## src/rtl/alu_ctrl_stage_if.sv

```systemverilog
// rtl/alu_ctrl_stage_if.sv - decode-to-ALU control channel: decode-side inputs and registered ALU-side outputs
interface alu_ctrl_stage_if #(
    parameter int DATA_W = 32,
    parameter int CNT_W  = 16
);
    logic              valid_i;
    logic              ready_o;
    logic [1:0]        ALUOp_i;
    logic [6:0]        funct7_i;
    logic [2:0]        funct3_i;
    logic              ALUSrc_i;
    logic [DATA_W-1:0] rs1_data_i;
    logic [DATA_W-1:0] rs2_data_i;
    logic [DATA_W-1:0] imm_i;
    logic [4:0]        rd_i;
    logic              flush_i;
    logic              valid_o;
    logic              ready_i;
    logic [3:0]        ALUCtrl_o;
    logic [DATA_W-1:0] data1_o;
    logic [DATA_W-1:0] data2_o;
    logic [4:0]        rd_o;
    logic              illegal_o;
    logic [CNT_W-1:0]  issue_cnt_o;

    // master is the surrounding pipeline (decode and execute), slave is the stage
    modport master (
        output valid_i, ALUOp_i, funct7_i, funct3_i, ALUSrc_i,
        output rs1_data_i, rs2_data_i, imm_i, rd_i, flush_i, ready_i,
        input  ready_o, valid_o, ALUCtrl_o, data1_o, data2_o, rd_o, illegal_o, issue_cnt_o
    );

    modport slave (
        input  valid_i, ALUOp_i, funct7_i, funct3_i, ALUSrc_i,
        input  rs1_data_i, rs2_data_i, imm_i, rd_i, flush_i, ready_i,
        output ready_o, valid_o, ALUCtrl_o, data1_o, data2_o, rd_o, illegal_o, issue_cnt_o
    );
endinterface

```

## src/rtl/alu_ctrl_stage.sv

```systemverilog
// rtl/alu_ctrl_stage.sv - ALU control decode with one-entry valid/ready register; ALU_CTRL_MUL_EN adds R-type mul
// Every code emitted is one the ALU implements; unsupported encodings fall back to add and flag illegal_o.
module alu_ctrl_stage #(
    parameter int DATA_W = 32,
    parameter int CNT_W  = 16
) (
    input  logic               clk_i,
    input  logic               rst_i,
    alu_ctrl_stage_if.slave    bus
);
    localparam logic [3:0] CODE_AND = 4'b0000;
    localparam logic [3:0] CODE_OR  = 4'b0001;
    localparam logic [3:0] CODE_ADD = 4'b0010;
    localparam logic [3:0] CODE_SUB = 4'b0110;
`ifdef ALU_CTRL_MUL_EN
    localparam logic [3:0] CODE_MUL = 4'b0011;
`endif

    logic [3:0]        ctrl_d;
    logic              illegal_d;
    logic [DATA_W-1:0] data2_d;

    logic              valid_q;
    logic [3:0]        ctrl_q;
    logic [DATA_W-1:0] data1_q;
    logic [DATA_W-1:0] data2_q;
    logic [4:0]        rd_q;
    logic              illegal_q;
    logic [CNT_W-1:0]  cnt_q;

    logic load;
    logic deliver;

    always_comb begin
        ctrl_d    = CODE_ADD;
        illegal_d = 1'b0;
        case (bus.ALUOp_i)
            2'b00: ctrl_d = CODE_ADD;
            2'b01: ctrl_d = CODE_SUB;
            2'b10: begin
                case ({bus.funct7_i, bus.funct3_i})
                    10'b0000000_000: ctrl_d = CODE_ADD;
                    10'b0100000_000: ctrl_d = CODE_SUB;
                    10'b0000000_111: ctrl_d = CODE_AND;
                    10'b0000000_110: ctrl_d = CODE_OR;
`ifdef ALU_CTRL_MUL_EN
                    10'b0000001_000: ctrl_d = CODE_MUL;
`endif
                    default:         illegal_d = 1'b1;
                endcase
            end
            default: begin
                // I-type: funct7 carries immediate bits, so only funct3 selects the op
                case (bus.funct3_i)
                    3'b000:  ctrl_d = CODE_ADD;
                    3'b111:  ctrl_d = CODE_AND;
                    3'b110:  ctrl_d = CODE_OR;
                    default: illegal_d = 1'b1;
                endcase
            end
        endcase
    end

    assign data2_d = bus.ALUSrc_i ? bus.imm_i : bus.rs2_data_i;

    // Single entry without skid buffer: accept only when empty or draining this cycle
    assign bus.ready_o = !valid_q || bus.ready_i;
    assign load        = bus.valid_i && bus.ready_o && !bus.flush_i;
    assign deliver     = valid_q && bus.ready_i && !bus.flush_i;

    always_ff @(posedge clk_i or posedge rst_i) begin
        if (rst_i) begin
            valid_q   <= 1'b0;
            ctrl_q    <= CODE_ADD;
            data1_q   <= '0;
            data2_q   <= '0;
            rd_q      <= '0;
            illegal_q <= 1'b0;
            cnt_q     <= '0;
        end else begin
            if (deliver) begin
                cnt_q <= cnt_q + CNT_W'(1);
            end
            if (bus.flush_i) begin
                valid_q <= 1'b0;
            end else if (load) begin
                valid_q   <= 1'b1;
                ctrl_q    <= ctrl_d;
                data1_q   <= bus.rs1_data_i;
                data2_q   <= data2_d;
                rd_q      <= bus.rd_i;
                illegal_q <= illegal_d;
            end else if (valid_q && bus.ready_i) begin
                valid_q <= 1'b0;
            end
        end
    end

    assign bus.valid_o     = valid_q;
    assign bus.ALUCtrl_o   = ctrl_q;
    assign bus.data1_o     = data1_q;
    assign bus.data2_o     = data2_q;
    assign bus.rd_o        = rd_q;
    assign bus.illegal_o   = illegal_q;
    assign bus.issue_cnt_o = cnt_q;
endmodule

```

## src/flat_wrapper.sv

```systemverilog
// flat-port wrapper written by rule: the top's interface ports become plain ports
module alu_ctrl_stage_flat 
#(
    parameter int DATA_W = 32,
    parameter int CNT_W  = 16
)
  (clk_i, rst_i, bus_valid_i, bus_ALUOp_i, bus_funct7_i, bus_funct3_i, bus_ALUSrc_i, bus_rs1_data_i, bus_rs2_data_i, bus_imm_i, bus_rd_i, bus_flush_i, bus_ready_i, bus_ready_o, bus_valid_o, bus_ALUCtrl_o, bus_data1_o, bus_data2_o, bus_rd_o, bus_illegal_o, bus_issue_cnt_o);
  alu_ctrl_stage_if #(.DATA_W(DATA_W), .CNT_W(CNT_W)) bus_i ();
  input  logic clk_i;
  input  logic rst_i;
  input wire logic [$bits(bus_i.valid_i)-1:0] bus_valid_i;
  input wire logic [$bits(bus_i.ALUOp_i)-1:0] bus_ALUOp_i;
  input wire logic [$bits(bus_i.funct7_i)-1:0] bus_funct7_i;
  input wire logic [$bits(bus_i.funct3_i)-1:0] bus_funct3_i;
  input wire logic [$bits(bus_i.ALUSrc_i)-1:0] bus_ALUSrc_i;
  input wire logic [$bits(bus_i.rs1_data_i)-1:0] bus_rs1_data_i;
  input wire logic [$bits(bus_i.rs2_data_i)-1:0] bus_rs2_data_i;
  input wire logic [$bits(bus_i.imm_i)-1:0] bus_imm_i;
  input wire logic [$bits(bus_i.rd_i)-1:0] bus_rd_i;
  input wire logic [$bits(bus_i.flush_i)-1:0] bus_flush_i;
  input wire logic [$bits(bus_i.ready_i)-1:0] bus_ready_i;
  output wire logic [$bits(bus_i.ready_o)-1:0] bus_ready_o;
  output wire logic [$bits(bus_i.valid_o)-1:0] bus_valid_o;
  output wire logic [$bits(bus_i.ALUCtrl_o)-1:0] bus_ALUCtrl_o;
  output wire logic [$bits(bus_i.data1_o)-1:0] bus_data1_o;
  output wire logic [$bits(bus_i.data2_o)-1:0] bus_data2_o;
  output wire logic [$bits(bus_i.rd_o)-1:0] bus_rd_o;
  output wire logic [$bits(bus_i.illegal_o)-1:0] bus_illegal_o;
  output wire logic [$bits(bus_i.issue_cnt_o)-1:0] bus_issue_cnt_o;
  assign bus_i.valid_i = bus_valid_i;
  assign bus_i.ALUOp_i = bus_ALUOp_i;
  assign bus_i.funct7_i = bus_funct7_i;
  assign bus_i.funct3_i = bus_funct3_i;
  assign bus_i.ALUSrc_i = bus_ALUSrc_i;
  assign bus_i.rs1_data_i = bus_rs1_data_i;
  assign bus_i.rs2_data_i = bus_rs2_data_i;
  assign bus_i.imm_i = bus_imm_i;
  assign bus_i.rd_i = bus_rd_i;
  assign bus_i.flush_i = bus_flush_i;
  assign bus_i.ready_i = bus_ready_i;
  assign bus_ready_o = bus_i.ready_o;
  assign bus_valid_o = bus_i.valid_o;
  assign bus_ALUCtrl_o = bus_i.ALUCtrl_o;
  assign bus_data1_o = bus_i.data1_o;
  assign bus_data2_o = bus_i.data2_o;
  assign bus_rd_o = bus_i.rd_o;
  assign bus_illegal_o = bus_i.illegal_o;
  assign bus_issue_cnt_o = bus_i.issue_cnt_o;
  alu_ctrl_stage #(.DATA_W(DATA_W), .CNT_W(CNT_W)) u_core (.clk_i(clk_i), .rst_i(rst_i), .bus(bus_i));
endmodule
```

## config.mk

```make
export PLATFORM = sky130hd
export DESIGN_NAME = alu_ctrl_stage_flat
export DESIGN_NICKNAME = d
export VERILOG_FILES = /design/src/rtl/alu_ctrl_stage_if.sv /design/src/rtl/alu_ctrl_stage.sv /design/src/flat_wrapper.sv
export SDC_FILE = /design/constraint.sdc
export NUM_CORES = 1
export LEC_CHECK = 0
export ABC_AREA = 1
export CELL_PAD_IN_SITES_DETAIL_PLACEMENT = 1
export CELL_PAD_IN_SITES_GLOBAL_PLACEMENT = 1
export CORE_MARGIN = 2
export CORE_UTILIZATION = 30
export DETAILED_ROUTE_END_ITERATION = 8
export GPL_ROUTABILITY_DRIVEN = 1
export PLACE_DENSITY_LB_ADDON = 0.3
export SLEW_MARGIN = 25
export SYNTH_ARGS = -nofsm -noshare
export SYNTH_HDL_FRONTEND = slang
export SYNTH_SLANG_ARGS = --single-unit
export TNS_END_PERCENT = 20
```

## constraint.sdc

```tcl
create_clock -name clk_i -period 4.3 [get_ports clk_i]
set_input_delay 0.645 -clock clk_i [delete_from_list [all_inputs] [get_ports clk_i]]
set_output_delay 0.645 -clock clk_i [all_outputs]
set_load 0.01 [all_outputs]
```

Word level (Yosys, flattened, before mapping):

Index checks and enable logic that the tools add are counted.
Widths: inputs -> output; s select.

* add/sub/neg operators: 1
* mux-type cells: 10
* reduce and logical (&&, ||, !) cells: 15
* bitwise operators: 1
* equal/unequal tests: 7

Operator list (count)
* $mux 32: 1
* $eq 10x3->1 const B: 2
* $add 16x1->16 const B: 1
* $pmux 4 s3: 1
* $eq 10x9->1 const B: 1
* $logic_not 10->1: 1
* $pmux 3 s3: 1
* $eq 3x3->1 const B: 2
* $mux 1: 5
* $logic_and 1x1->1: 4
* $pmux 2 s2: 1
* $reduce_or 4->1: 1
* $logic_not 3->1: 1
* $reduce_bool 3->1: 1
* $reduce_or 3->1: 1
* $eq 2x1->1 const B: 1
* $eq 2x2->1 const B: 1
* $logic_not 1->1: 2
* $logic_not 2->1: 1
* $pmux 1 s2: 1
* $reduce_and 2->1: 1
* $reduce_or 2->1: 1
* $logic_or 1x1->1: 1
* $not 1->1: 1

* output and inout port bits: 92
* word-level logic and storage cells: 41
* flip-flop bits (word level): 91
* input port bits: 119

Longest topological paths before layout:

* word-level depth: 6
* gate-level depth with buffers: 9
* gate-level depth less buffers: 9

Least setup slack after synthesis:

OpenSTA, ideal clock, no wires.

* path kind: in2reg
* start: input bus_flush_i
* end: register u_core.cnt_q[8], in the netlist u_core.bus.issue_cnt_o[8]
* path slack: 2.852 ns
* setup time: 0.118 ns
* buffers on the path: 0
* data required time: 4.182 ns
* stages: 7
* arrival time: 1.330 ns
* cells stage by stage: inv_2 -> nand3_2 -> nor2_2 -> inv_1 -> nor2_2 -> xor2_1 -> inv_1

* longest elaborated chain between the ends: 2

Ends and longest elaborated chain
* from (decl): line flat_wrapper.sv:20 `input wire logic [$bits(bus_i.flush_i)-1:0] bus_flush_i;`
* $logic_not 1->1: line alu_ctrl_stage.sv:69 `assign deliver = valid_q && bus.ready_i && !bus.flush_i;`
* $logic_and 1x1->1: line alu_ctrl_stage.sv:69
* to (signal assigned): line alu_ctrl_stage.sv:82 `cnt_q <= cnt_q + CNT_W'(1);`
* to (decl): line alu_ctrl_stage.sv:29 `logic [CNT_W-1:0] cnt_q;`

Every way passes these cells.
A chain may end at the register's enable or synchronous reset.

Worst setup path in the final report:

* start: input bus_ready_i
* end: output bus_ready_o

* longest elaborated chain between the ends: 1

Ends and longest elaborated chain
* from (decl): line flat_wrapper.sv:21 `input wire logic [$bits(bus_i.ready_i)-1:0] bus_ready_i;`
* $logic_or 1x1->1: line alu_ctrl_stage.sv:67 `assign bus.ready_o = !valid_q || bus.ready_i;`
* to (decl): line flat_wrapper.sv:22 `output wire logic [$bits(bus_i.ready_o)-1:0] bus_ready_o;`

Every way passes these cells.

==> results.sh <==
export IMPL_run_status="finished, final reports clean"
export IMPL_relSlewSlack=0.402
export IMPL_antenna_found_initial=0
export IMPL_route_detailed_vias_per_inst=4.51
export IMPL_antenna_violating_nets_post_route=0
export IMPL_regToRegEndpoint="u_core.bus.illegal_o$_DFFE_PP0P_"
export IMPL_synth_seq_cells=90
export IMPL_avg_wl_per_cell_um=14.4
export IMPL_finalSetupViolCount=0
export IMPL_drt_drc_violations_left=0
export IMPL_seq_area_frac_synth=0.541
export IMPL_met1_resource_use_gr=0.202
export IMPL_clock_root_buffer="sky130_fd_sc_hd__clkbuf_16"
export IMPL_vias=4098
export IMPL_min_to="u_core.bus.ALUCtrl_o[1]$_DFFE_PP1P_"
export IMPL_setup_worst_path_class="primary input to primary output"
export IMPL_post_route_cells_drive_above_1_share=0.0439
export IMPL_pin_count_of_the_biggest_net_entering_global_routing=94
export IMPL_placedCellCount=895
export IMPL_drt_first_pass_iters=4
export IMPL_kind_of_start_point_of_the_critical_path="primary input"
export IMPL_cp_data_required_time_ps=3650
export IMPL_total_count_of_hold_check_failures_in_the_final_report=0
export IMPL_yosysWarnings=0
export IMPL_worst_hold_startpoint="u_core.bus.ALUCtrl_o[1]$_DFFE_PP1P_"
export IMPL_max_ir_drop_vdd_uv=173
export IMPL_io_pins=211
export IMPL_clock_path_buffers=2
export IMPL_synth_fp_nets=646
export IMPL_synth_area_um2=4160
export IMPL_postLayoutCoreUtil=0.486
export IMPL_detailed_place_area_um2=6370
export IMPL_holdCritPathClass="flip-flop to flip-flop"
export IMPL_insertion_delay_ps=330
export IMPL_rows=43
export IMPL_cp_max_fo=3
export IMPL_fp_dieH_um=122
export IMPL_placeableCoreArea_um2=13700
export IMPL_areaGrowthSynthToFinish_pct=60.2
export IMPL_start_util=0.303
export IMPL_cp_cell_sequence="clkdlybuf4s50_1 -> inv_1 -> nand2_2 -> clkdlybuf4s50_1"
export IMPL_die_area_um2=14800
export IMPL_post_synth_num_cell_types=28
export IMPL_grt_use_met3=0.0627
export IMPL_cts_hold_repair_buffers=0
export IMPL_finish_instance_area_um2=6670
export IMPL_rsz0062_at_grt="no"
export IMPL_worst_hold_slack_ps=479
export IMPL_worst_path_dominant_cell_family="buffers and inverters"
export IMPL_worstRegToRegCells=5
export IMPL_dpl_hpwl_um=9990
export IMPL_finalNonFillerCells=909
export IMPL_wirelength_um=13100
export IMPL_cp_arrival_ps=1870
export IMPL_crit_path_setup_slack_layout_ps=1790
export IMPL_fin_clk_skew_ps=7.54
export IMPL_power_total_mw=2.52
export IMPL_clk_pin_slew_worst_paths_ps=60
export IMPL_critical_path_slowest_cell="sky130_fd_sc_hd__clkdlybuf4s50_1"
export IMPL_drv_max_cap_violation_count=0
export IMPL_dp_worst_setup_slack_ps=1670
export IMPL_globalplace_congestion=0.786
export IMPL_first_global_vias=4505
export IMPL_max_freq_mhz=398
export IMPL_net_total_in_the_final_layout=846
export IMPL_fin_crit_ps=2510
export IMPL_worst_slew_pin_slew_ps=896
export IMPL_tritoncts_num_buffers=9
export IMPL_n_antenna_cell=0
export IMPL_track_usage=0.183
export IMPL_post_cts_setup_buffers=0
export IMPL_finalMaxSlewViolations=0
export IMPL_dr_first_iter_drc_count=120
export IMPL_number_of_buffers_and_inverters_on_the_critical_path=3
export IMPL_cpPeakStageDelay_ps=540
export IMPL_netlist_instances=526
export IMPL_met2_usage=0.328
export IMPL_gr_total_overflow=0
export IMPL_die_x_um=122
export IMPL_numPortBuffers=209
export IMPL_timing_hold_worst_path_depth=2
export IMPL_synth_area_per_cell_um2=7.91
export IMPL_clock_sinks=90
export IMPL_total_leakage_power_nw=3.18
export IMPL_timing_rr_start="u_core.bus.valid_o$_DFFE_PP0P_"
export IMPL_register_to_register_setup_slack_ps=2480
export IMPL_timing_critical_path_to_type="primary output"
export IMPL_cts_htree_levels=3
export IMPL_grt_first_pass_wirelength_um=21400
export IMPL_cts_repair_resize_count=0
export IMPL_pwr_density_cell_nw_per_um2=378
export IMPL_gr_max_usage_layer="met2"
export IMPL_fin_crit_sh=0.584
export IMPL_crit_top_cell="sky130_fd_sc_hd__clkdlybuf4s50_1"
export IMPL_tritoncts="built"
export IMPL_tns_ps=0
[where the power goes]
| group | internal [mW] | switching [mW] | total, mW |
|---|---|---|---|
| sequential | 0.976 | 0.0940 | 1.07 |
| combinational | 0.382 | 0.291 | 0.674 |
| clock | 0.473 | 0.303 | 0.776 |
[flip-flops by register name (all words and copies together) (netlist names)]
name / flops
u_core.bus.ALUCtrl_o: 3
u_core.bus.data1_o: 32
u_core.bus.data2_o: 32
u_core.bus.illegal_o: 1
u_core.bus.issue_cnt_o: 16
u_core.bus.rd_o: 5
u_core.bus.valid_o: 1
[synthesized netlist by cell type, drive strengths merged]
| master | n | area share |
|---|---|---|
| or2 | 1 | 0.0015 |
| nand3b | 1 | 0.0018 |
| inv | 59 | 0.053 |
| o211ai | 1 | 0.0018 |
| nand4 | 3 | 0.0045 |
| clkbuf | 7 | 0.0063 |
| xnor2 | 4 | 0.0084 |
| ha | 1 | 0.0030 |
| nor2 | 28 | 0.030 |
| dfrtp | 89 | 0.54 |
| o21ai | 67 | 0.081 |
| nand2 | 221 | 0.20 |
| nand3 | 10 | 0.017 |
| xor2 | 6 | 0.013 |
| conb | 1 | 0.00090 |
| buf | 16 | 0.024 |
| a21oi | 5 | 0.0060 |
| dfstp | 1 | 0.0063 |
| nor3 | 5 | 0.0060 |
[layout make-up]
cell class	instances	area (um^2)
fillers	1690	7050
clock inverters	3	40.0
flip-flops and latches	90	2250
well taps	180	225
clock buffers	11	253
repair buffers	212	2110
inverters	59	223
multi-input cells	354	1560
[kinds of logic (layout without fill, tap and decap cells)]
kind of cell | count (synthesis) | in the layout | synth area share
AO/OA/AOI/OAI | 73 | 73 | 0.0884
XOR/XNOR | 10 | 10 | 0.0210
adder cells (fa/ha/maj) | 1 | 1 | 0.00301
buffers and inverters | 82 | 285 | 0.0833
flip-flops | 90 | 90 | 0.541
other | 1 | 1 | 0.000901
AND/OR/NAND/NOR | 269 | 269 | 0.262
[cells in the final DEF (no fill, tap or decap), types with 2 or more instances in the layout]
cell type	synthesis	final
sky130_fd_sc_hd__inv_1	57	56
sky130_fd_sc_hd__nor2_2	2	2
sky130_fd_sc_hd__nand2_2	2	2
sky130_fd_sc_hd__a21oi_1	5	5
sky130_fd_sc_hd__o21ai_0	64	64
sky130_fd_sc_hd__clkinv_2	0	3
sky130_fd_sc_hd__nor3_1	5	5
sky130_fd_sc_hd__nor2_4	2	2
sky130_fd_sc_hd__clkbuf_16	0	9
sky130_fd_sc_hd__nand2_1	219	219
sky130_fd_sc_hd__buf_4	5	3
sky130_fd_sc_hd__clkbuf_8	0	2
sky130_fd_sc_hd__nand3_1	7	7
sky130_fd_sc_hd__nand4_1	3	3
sky130_fd_sc_hd__nor2_1	24	24
sky130_fd_sc_hd__xor2_1	6	6
sky130_fd_sc_hd__clkdlybuf4s50_1	0	208
sky130_fd_sc_hd__inv_2	2	2
sky130_fd_sc_hd__xnor2_1	4	4
sky130_fd_sc_hd__o21ai_1	3	3
sky130_fd_sc_hd__nand3_2	2	2
sky130_fd_sc_hd__dfrtp_1	89	89
[worst max-delay path by stage]
stage	to	depth (start not counted)	startpoint	slack, ps
after floorplan	u_core.bus.ALUCtrl_o[0]$_DFFE_PP0P_	1	rst_i	1320
after global placement	u_core.bus.illegal_o$_DFFE_PP0P_	6	bus_flush_i	1740
after detailed placement	u_core.bus.data2_o[21]$_DFFE_PP0P_	5	bus_flush_i	1670
after CTS	bus_ready_o	4	bus_ready_i	1770
after global routing	bus_ready_o	4	bus_ready_i	1720
final	bus_ready_o	4	bus_ready_i	1790
[worst register-to-register path, cell delays in order (launching register included)]
cell and delay [ps]:
sky130_fd_sc_hd__dfrtp_1 410, sky130_fd_sc_hd__nand2_2 110, sky130_fd_sc_hd__nand3_4 160, sky130_fd_sc_hd__buf_4 670
sky130_fd_sc_hd__nor2_1 200, sky130_fd_sc_hd__a21oi_1 190
[per-layer routing]
| layer | share of wire | vias to the layer above |
|---|---|---|
| met3 | 0.090 | 17 |
| met5 | 0 | - |
| met4 | 0.014 | 0 |
| met1 | 0.39 | 1931 |
| met2 | 0.50 | 147 |
| li1 | - | 2003 |
Note: power is estimated with default switching activity, not from simulation.
